==> config.mk <==
export PLATFORM = sky130hd
export DESIGN_NAME = fib_timer_bank
export DESIGN_NICKNAME = d
export VERILOG_FILES = /design/src/rtl/fib_timer_bank.sv
export SDC_FILE = /design/constraint.sdc
export NUM_CORES = 1
export LEC_CHECK = 0
export BUFFER_PORTS_ARGS = -buffer_cell sky130_fd_sc_hd__buf_2
export CAP_MARGIN = 30
export CELL_PAD_IN_SITES_DETAIL_PLACEMENT = 0
export CELL_PAD_IN_SITES_GLOBAL_PLACEMENT = 1
export CORE_MARGIN = 2
export CORE_UTILIZATION = 51
export CTS_BUF_LIST = sky130_fd_sc_hd__clkbuf_8 sky130_fd_sc_hd__clkbuf_16
export CTS_CLUSTER_DIAMETER = 30
export DETAILED_ROUTE_END_ITERATION = 10
export GPL_TIMING_DRIVEN = 0
export PLACE_DENSITY = 0.84
export SLEW_MARGIN = 0
export SYNTH_ARGS = -nofsm -noshare
export SYNTH_HDL_FRONTEND = slang
export SYNTH_SLANG_ARGS = --single-unit
==> constraint.sdc <==
create_clock -name clock_in -period 5.11 [get_ports clock_in]
set_input_delay 0.511 -clock clock_in [delete_from_list [all_inputs] [get_ports clock_in]]
set_output_delay 0.511 -clock clock_in [all_outputs]
set_load 0.05 [all_outputs]
==> src/rtl/fib_timer_bank.sv <==
// Three independent one-shot countdown timers that pace the Fibonacci LED sequencer.
// A start request loads TN_TICKS-1; expiry returns a single-cycle registered interrupt pulse.
module fib_timer_bank #(
    parameter int COUNT_WIDTH = 24,
    parameter int T0_TICKS    = 12000000,
    parameter int T1_TICKS    = 6000000,
    parameter int T2_TICKS    = 3000000
) (
    input  logic       clock_in,
    input  logic       reset_in,
    input  logic       t0_start_in,
    input  logic       t1_start_in,
    input  logic       t2_start_in,
    output logic       t0_int_out,
    output logic       t1_int_out,
    output logic       t2_int_out,
    output logic [2:0] busy_out
);

    typedef enum logic {IDLE = 1'b0, RUN = 1'b1} state_t;

    localparam longint MAX_TICKS = longint'(1) << COUNT_WIDTH;

    logic [2:0] start_vec;
    logic [2:0] int_vec;
    logic [2:0] busy_vec;

    assign start_vec = {t2_start_in, t1_start_in, t0_start_in};

    generate
        for (genvar gi = 0; gi < 3; gi++) begin : g_chan
            localparam int TICKS = (gi == 0) ? T0_TICKS :
                                   (gi == 1) ? T1_TICKS : T2_TICKS;

            if (TICKS < 1 || longint'(TICKS) > MAX_TICKS) begin : g_bad_ticks
                $error("fib_timer_bank: channel tick count out of range");
            end

            localparam logic [COUNT_WIDTH-1:0] LOAD_VALUE = COUNT_WIDTH'(TICKS - 1);

            state_t                 state_reg, state_next;
            logic [COUNT_WIDTH-1:0] count_reg, count_next;
            logic                   int_reg, int_next;

            // Reset wins over everything, including an expiry on the same edge.
            always_ff @(posedge clock_in) begin
                if (!reset_in) begin
                    state_reg <= IDLE;
                    count_reg <= '0;
                    int_reg   <= 1'b0;
                end else begin
                    state_reg <= state_next;
                    count_reg <= count_next;
                    int_reg   <= int_next;
                end
            end

            always_comb begin
                state_next = state_reg;
                case (state_reg)
                    IDLE:    if (start_vec[gi])          state_next = RUN;
                    RUN:     if (count_reg == '0)        state_next = IDLE;
                    default:                             state_next = IDLE;
                endcase
            end

            // Start is ignored while running: no retrigger, no extension.
            always_comb begin
                count_next = count_reg;
                int_next   = 1'b0;
                case (state_reg)
                    IDLE: begin
                        if (start_vec[gi]) count_next = LOAD_VALUE;
                    end
                    RUN: begin
                        if (count_reg != '0) count_next = count_reg - COUNT_WIDTH'(1);
                        else                 int_next   = 1'b1;
                    end
                    default: count_next = '0;
                endcase
            end

            assign int_vec[gi]  = int_reg;
            assign busy_vec[gi] = (state_reg == RUN);
        end
    endgenerate

    assign t0_int_out = int_vec[0];
    assign t1_int_out = int_vec[1];
    assign t2_int_out = int_vec[2];
    assign busy_out   = busy_vec;

endmodule

== Word level (Yosys, flattened, before mapping) ==
Index checks and enable logic that the tools add are counted.
Word-level totals
  output and inout bits: 6
  input bits: 5
  bits in read-only memories: 0
  memory bits (writable): 0
  latch bits: 0
  register bits after elaboration: 78
  logic and storage cells: 54
  memories kept: 0
Cells by class
  order comparisons: 0
  reduce and logical (&&, ||, !) cells: 12
  muxes and demuxes: 21
  eq/ne operators: 6
  div/mod/pow operators: 0
  add/sub/neg operators: 3
  shifts and indexed selects: 0
  bitwise gates (word level): 3
  multiply operators: 0
Operator list (count)
  two-way mux 24 bit: 6
  one-hot mux 24 bit (2 select lines): 3
  zero test 24 bit: 3
  nonzero test 24 bit: 3
  subtractor 24 x 1 -> 24 bit, second input constant: 3
  AND reduction 2 bit: 6
  two-way mux 1 bit: 9
  inequality test 2 x 1 -> 1 bit, second input constant: 3
  inequality test 2 bit, second input constant: 3
  one-hot mux 1 bit (2 select lines): 3
  inverter 1 bit: 3

== Depth between registers and ports, before layout ==
Gate-level depths: netlist of run 1.
  depth after elaboration: 3
  depth in mapped cells: 9
  depth with buffers taken out: 7

== Worst setup path before layout of run 1 ==
No wires, ideal clock.
  path kind: reg-to-reg
  start point: reg g_chan[2].count_reg[0]
  end point: reg g_chan[2].count_reg[10]
  setup slack: 2.997 ns
  cell stages (with the launch flop): 9
  buffers on the path: 2
  library setup time: 0.074 ns
  arrival: 2.039 ns
  clock period less this slack: 2.113 ns
  required time: 5.036 ns
  path through: dfxtp_1 -> inv_1 -> ha_1 -> or3b_1 -> buf_6 -> or3_1 -> clkbuf_2 -> or4_1 -> a31oi_1
On the way
  word-level cells in the longest chain between the ends: 3
  elaborated cells on any way between the ends: 6
  those cells by class: add/sub (1); eq/ne (1); mux (2); reduce/logical (2)
RTL lines
  start, declared: line 42  | logic [COUNT_WIDTH-1:0] count_reg, count_next;
  start signal, assigned: line 53  | count_reg <= count_next;
  subtractor 24 x 1 -> 24 bit / nonzero test 24 bit (equally long branches): line 76  | if (count_reg != '0) count_next = count_reg - COUNT_WIDTH'(1);
  two-way mux 24 bit / inequality test 2 x 1 -> 1 bit (equally long branches)
  one-hot mux 24 bit (2 select lines) / AND reduction 2 bit (equally long branches)
Parallel ways exist; a longest one is shown, timed or not. The select of a mux whose other input is x is not followed.
A chain may end at the register's enable or synchronous reset.

== Worst setup path in the final report of run 1 ==
  start point: reg g_chan[1].count_reg[2]
  end point: reg g_chan[1].count_reg[10]
On the way
  word-level cells in the longest chain between the ends: 3
  elaborated cells on any way between the ends: 6
  those cells by class: add/sub (1); eq/ne (1); mux (2); reduce/logical (2)
RTL lines (line)
  start, declared: 42
  start signal, assigned: 53
  subtractor 24 x 1 -> 24 bit / nonzero test 24 bit (equally long branches): 76
  two-way mux 24 bit / inequality test 2 x 1 -> 1 bit (equally long branches)
  one-hot mux 24 bit (2 select lines) / AND reduction 2 bit (equally long branches)
Parallel ways exist; a longest one is shown, timed or not. The select of a mux whose other input is x is not followed.

==> flow_summary.yaml, run 1 <==
layout:
  largest_reg_flops: 72
  nNetsFinal: 527
  diodes: 0
  fin_area_um2: 4550
  fin_util_pct: 56.3
  area_growth_pct: 8.24
  drive_above_1_share_pct: 12.5
clocking:
  numCtsBuffers: 9
  post_cts_buffers: 0
  insertion_delay_ns: 0.34
  root_buffer: "clkbuf_8"
  cts.sinks: 78
  htree_levels: 3
  cts_tree: "built"
  clk_pin_slew_ns: 0.08
  cts_buffer_depth: 2
  cts-resized-gates: 0
  cts-hold-fix-buffers: 0
synth:
  syn_area_per_cell_um2: 8.50
  ys.flop_type: "dfxtp_1"
  ys.warnings.count: 0
  synth_top_cell_by_area: "dfxtp_1"
  yosys-top-cells-area: "dfxtp_1 (37%), a21oi_1 (5.7%), a311oi_1 (3.5%)"
  ys_seq_area_share_pct: 37.1
  synth_top_area_share_pct: 37.1
  ys_seq_elements: 78
  syn_area_um2: 4210
  ys_types: 71
  syn-num-nets: 506
  synth_edf_count: 0
  async_reset_ff_share_pct: 0
  syn_inst: 495
setup_path:
  path_max_fanout: 9
  critPathMaxStageDelay_ns: 0.71
  critPathKind: "register to register"
  worst-path-buf-inv: 0
  setup.worst_path.start_class: "register"
  critPathTopFamily: "simple AND/OR/NAND/NOR gates"
  crit_required_ns: 5.31
  crit_chain: "nor4_2 -> nand4_1 -> o21ai_2 -> or4_1 -> a31oi_1"
  arrival_ns: 2.64
  cpMaxStageDelayCell: "nor4_2"
  end_kind: "register"
power:
  p_comb_share_pct: 20.9
  power_density_nw_per_um2: 309
  clockPowerShare_pct: 29.3
  power_frac_seq_pct: 49.7
  p_total_mw: 1.41
  p_sw_mw: 0.464
  ir_drop_mv: 0.188
  internal-power_mw: 0.944
  p_leak_nw: 1.58
  switching_share_pct: 32.9
min_path:
  hp-class: "register to register"
sta:
  clock_skew_ns: 0.00864
  worst_slew_pin_slew_ns: 0.823
  setup_violations: 0
  maxSlewViolCount: 0
  hold_viol: 0
  fin_tns_setup_ns: 0
  period_share_pct: 47.8
  rsz0062_at_grt: "no"
  fmax_mhz: 409
  fin_crit_ns: 2.44
  relSlewSlack_pct: 44.7
run_status:
  status: "completed"
floorplanning:
  die_h_um: 94.8
  initial_core_util_pct: 52.0
  dieArea_um2: 8990
  row_count: 33
  die_w_um: 94.8
  design.core.area_um2: 8090
  io_pins: 11
detailed_routing:
  ant_nets: 0
  vias: 3936
  drc_errors: 0
  wl_per_cell_um: 16.8
  drt-pass1-iter-count: 5
  via_per_inst: 6.30
  routed_wl_um: 10500
  first_iter_violations: 204
grt:
  track_usage_pct: 24.7
  grt_pass1_wl_um: 17400
  grt_busiest_layer: "met2"
  grtUsageMet2_pct: 40.0
  grtUsageMet1_pct: 34.1
  antenna_found_initial: 0
  grt_pass1_vias: 3493
  grt_max_degree: 13
  grt_use_met3_pct: 4.39
  grt-ovfl-total: 0
run:
  maxCapViolations: 0
place:
  dp_hpwl_um: 7370
  place_area_um2: 4390
  routabilityCongestion: 0.864
  port_buffers: 10
-- layout make-up --
class / instances / area, um^2
multi-input cells: 375 / 2420
clock inverters: 5 / 27.5
flip-flops and latches: 78 / 1560
well taps: 105 / 131
repair buffers: 10 / 50.0
fillers: 806 / 3540
inverters: 12 / 45.0
plain buffers: 30 / 176
clock buffers: 10 / 138
-- worst reg2reg max path: cells and delay by family, from the launching register on --
kind / cells / cell delay [ns]
flops: 1 / 0.36
simple gates: 3 / 1.39
compound gates: 2 / 0.55
-- kinds of logic (layout without fill, tap and decap cells) --
family | after synthesis | in the layout | synth area share (%)
and+or+nand+nor | 215 | 215 | 30.0
AOI/OAI and AO/OA | 147 | 147 | 24.4
DFF | 78 | 78 | 37.1
buffers and inverters | 42 | 67 | 5.26
xor gates and xnor gates | 7 | 7 | 1.46
adders and majority gates | 6 | 6 | 1.78
-- per-layer routing --
metal	up-vias	wire length (um)	part of all wire (%)
met5	-	0	0
met3	6	540	5.1
li1	1945	-	-
met2	87	4930	47
met1	1898	4980	47
met4	0	74	0.70
-- cell usage after synthesis, drive strengths merged (3+ instances only) --
cell	n
dfxtp	78
a21oi	48
nand2	39
nor2	35
nor3	29
or3	19
a311oi	17
nor4	17
o21ai	16
or4	16
buf	15
clkbuf	15
o31ai	14
inv	12
a31oi	11
nand2b	11
or2	9
a211oi	7
nand4	7
o41ai	7
ha	6
nand3	6
nand4b	6
and2	4
and3	4
nor3b	4
xnor2	4
and4	3
o2111ai	3
o211ai	3
xor2	3
-- metrics by stage --
| step | worst slack (ns) | instances | hold WS (ns) |
|---|---|---|---|
| 3_5_place_dp | 2.69 | 610 | 0.467 |
| 6_report | 2.67 | 625 | 0.478 |
| 5_1_grt | 2.47 | 625 | 0.493 |
| 4_1_cts | 2.66 | 625 | 0.479 |
| 3_3_place_gp | 2.70 | 610 | 0.455 |
| 2_1_floorplan | 3.00 | 495 | 0.437 |
-- worst paths after layout --
kind / startpoint / end / slack (ns) / cells past startpoint
max: g_chan[1].count_reg[2]$_SDFFE_PN0P_ / g_chan[1].count_reg[10]$_SDFFE_PN0P_ / 2.67 / 5
min: g_chan[0].count_reg[23]$_SDFFE_PN0P_ / g_chan[0].count_reg[23]$_SDFFE_PN0P_ / 0.48 / 1
max reg2reg: g_chan[1].count_reg[2]$_SDFFE_PN0P_ / g_chan[1].count_reg[10]$_SDFFE_PN0P_ / 2.67 / 5
min reg2reg: g_chan[0].count_reg[23]$_SDFFE_PN0P_ / g_chan[0].count_reg[23]$_SDFFE_PN0P_ / 0.48 / 1
-- cells in the final DEF (no fill, tap or decap), types with 10 or more instances in the layout --
master / Yosys / layout
nor3_1: 28 / 28
a311oi_1: 17 / 17
nor4_1: 13 / 13
o21ai_0: 13 / 13
nand2_1: 38 / 38
or4_1: 13 / 13
buf_2: 7 / 17
inv_1: 12 / 13
dfxtp_1: 78 / 78
a31oi_1: 11 / 11
nand2b_1: 10 / 10
clkbuf_1: 12 / 12
or3_1: 18 / 18
clkbuf_8: 2 / 12
a21oi_1: 48 / 48
nor2_1: 35 / 35
o31ai_1: 14 / 14
-- power groups by stage --
stage               registers, mW  clock network, mW  logic (mW)
floorplan                   0.702                  0       0.226
CTS                         0.699              0.423       0.294
detailed placement          0.713                  0       0.293
finish                      0.700              0.413       0.295
global route                0.708              0.443       0.329
global placement            0.711                  0       0.286
Power figures use the tool's default switching activity.
==> inputs of run 2 (changes only) <==
- CORE_UTILIZATION: 51 -> 48
- PLACE_DENSITY: 0.84 -> 0.8
- clock period: 5.11 -> 2.45 ns (I/O delays scaled with it)
==> run 2 against run 1 <==
- flip-flop and latch count unchanged
- die area grew 6.0%
- total power rose by 110%
- clock skew barely moved
- critical path depth is 1 higher
- worst hold slack lost 0.22 ns
- wire length is 1.2% higher
- design area grew 2.3%
- sequential share of layout area decreased by 0.78 points
- largest cell class unchanged
- largest power group unchanged
==> flow_summary.yaml, run 2 (same netlist as run 1, synthesis figures left out) <==
grt:
  track_usage_pct: 22.8
  grt_max_degree: 13
  grt-ovfl-total: 0
  grt_pass1_vias: 3599
  grt_pass1_wl_um: 17700
  antenna_found_initial: 0
sta:
  relSlewSlack_pct: 46.2
  fin_tns_setup_ns: 0
  maxSlewViolCount: 0
  period_share_pct: 91.9
  clock_skew_ns: 0.00867
  setup_ws_ns: 0.197
  fmax_mhz: 444
  hold_viol: 0
  rsz0062_at_grt: "no"
  setup_violations: 0
  fin_crit_ns: 2.25
  worst_slew_pin_slew_ns: 0.799
min_path:
  hold_path_startpoint: "t0_start_in"
  hp-class: "input pin to register"
  worstHoldPathCells: 3
  holdPathEnd: "g_chan[0].count_reg[20]$_SDFFE_PN0P_"
setup_path:
  critPathKind: "register to register"
  r2r-end: "g_chan[2].count_reg[1]$_SDFFE_PN0P_"
  rr_worst_depth: 6
  r2r-start: "g_chan[2].count_reg[11]$_SDFFE_PN0P_"
  path_max_fanout: 10
  ff2ff_setup_slack_ns: 0.20
  arrival_ns: 2.50
  end_kind: "register"
  crit_required_ns: 2.70
  setup.worst_path.start_class: "register"
place:
  port_buffers: 10
  preCtsSetupSlack_ns: -0.0809
  dp_hpwl_um: 7500
  routabilityCongestion: 0.806
floorplanning:
  initial_core_util_pct: 49.0
  row_count: 34
  die_h_um: 97.6
  dieArea_um2: 9530
  io_pins: 11
  design.core.area_um2: 8590
  die_w_um: 97.6
clocking:
  cts-hold-fix-buffers: 0
  cts_tree: "built"
  root_buffer: "clkbuf_8"
  post_cts_buffers: 0
  cts.sinks: 78
  clk_pin_slew_ns: 0.09
  htree_levels: 3
  insertion_delay_ns: 0.35
  numCtsBuffers: 9
  cts_buffer_depth: 2
power:
  p_total_mw: 3.02
  power_density_nw_per_um2: 648
  ir_drop_mv: 0.296
  p_leak_nw: 1.61
run:
  maxCapViolations: 0
detailed_routing:
  drt-pass1-iter-count: 5
  vias: 3889
  first_iter_violations: 178
  via_per_inst: 6.18
  ant_nets: 0
  drc_errors: 0
  wl_per_cell_um: 16.9
  routed_wl_um: 10700
layout:
  nNetsFinal: 527
  final_common_cell: "dfxtp_1"
  drive_above_1_share_pct: 14.2
  final_cell_mix: "dfxtp_1 (78), a21oi_1 (48), nand2_1 (38)"
  final.fill_count: 837
  diodes: 0
  area_growth_pct: 10.8
  largest_reg_flops: 72
run_status:
  status: "completed"
==> run 2: changes by cell type in the layout (fill, tap and decap cells not counted), moves of 2 or more <==
cell	previous run	this run
clkbuf_8	12	14
nor3_1	28	26
nor3_2	1	3
nor4_1	13	10
nor4_4	2	4
==> run 2: timing repair <==
| item | CTS | global route |
|---|---|---|
| setup endpoints to repair | 2 | 35 |
| gates resized for setup | 1 | 13 |
| pin swaps | 0 | 2 |
| hold endpoints to repair | 0 | 0 |
| gates cloned | 0 | 0 |
==> run 2: worst max path at each step <==
stage,from,end,slack [ns],depth (start not counted)
4_1_cts,g_chan[2].count_reg[0]$_SDFFE_PN0P_,g_chan[2].count_reg[16]$_SDFFE_PN0P_,0.05,9
3_5_place_dp,g_chan[0].count_reg[0]$_SDFFE_PN0P_,g_chan[0].count_reg[20]$_SDFFE_PN0P_,-0.08,7
6_report,g_chan[2].count_reg[11]$_SDFFE_PN0P_,g_chan[2].count_reg[1]$_SDFFE_PN0P_,0.20,6
2_1_floorplan,g_chan[2].count_reg[0]$_SDFFE_PN0P_,g_chan[2].count_reg[10]$_SDFFE_PN0P_,0.34,8
3_3_place_gp,g_chan[0].count_reg[0]$_SDFFE_PN0P_,g_chan[0].count_reg[20]$_SDFFE_PN0P_,-0.05,7
5_1_grt,g_chan[0].count_reg[12]$_SDFFE_PN0P_,g_chan[0].count_reg[17]$_SDFFE_PN0P_,0.01,8
==> run 2: area by class of cell <==
class / count / area, um^2 / area share (%)
plain buffers: 30 / 179 / 3.84
clock buffers: 12 / 165 / 3.54
clock inverters: 4 / 21.3 / 0.456
inverters: 12 / 45.0 / 0.967
multi-input cells: 375 / 2500 / 53.7
flip-flops and latches: 78 / 1560 / 33.5
well taps: 108 / 135 / 2.90
repair buffers: 10 / 50.0 / 1.07
==> run 2: through the flow <==
step	cell area (um^2)	instances	util (%)	hold slack, ns
6_report	4660	629	54.2	0.256
5_1_grt	4660	629	54.2	0.258
4_1_cts	4580	629	53.3	0.250
3_5_place_dp	4390	613	51.1	0.461
3_3_place_gp	4390	613	51.1	0.455
2_1_floorplan	4210	495	-	0.433
==> run 2: per-layer routing <==
layer  GRT usage (%)  wire length (um)
met1            31.7              5200
met2            36.7              4950
met4            6.20               112
met3            3.96               393
met5               0                 0
==> run 2: worst max-delay path, stage by stage (launching register included) <==
cell and delay (ns):
dfxtp_1 0.37, nor4_4 0.35, nand4_2 0.19, buf_2 0.24, o32a_1 0.38, clkbuf_1 0.28, a311oi_1 0.34
==> run 2: where the power goes <==
group / leakage [nW] / total [mW] / internal, mW / switching [mW]
clock: 0.0996 / 0.921 / 0.445 / 0.476
sequential: 0.644 / 1.47 / 1.36 / 0.112
combinational: 0.870 / 0.628 / 0.239 / 0.389
total: 1.61 / 3.02 / 2.04 / 0.977
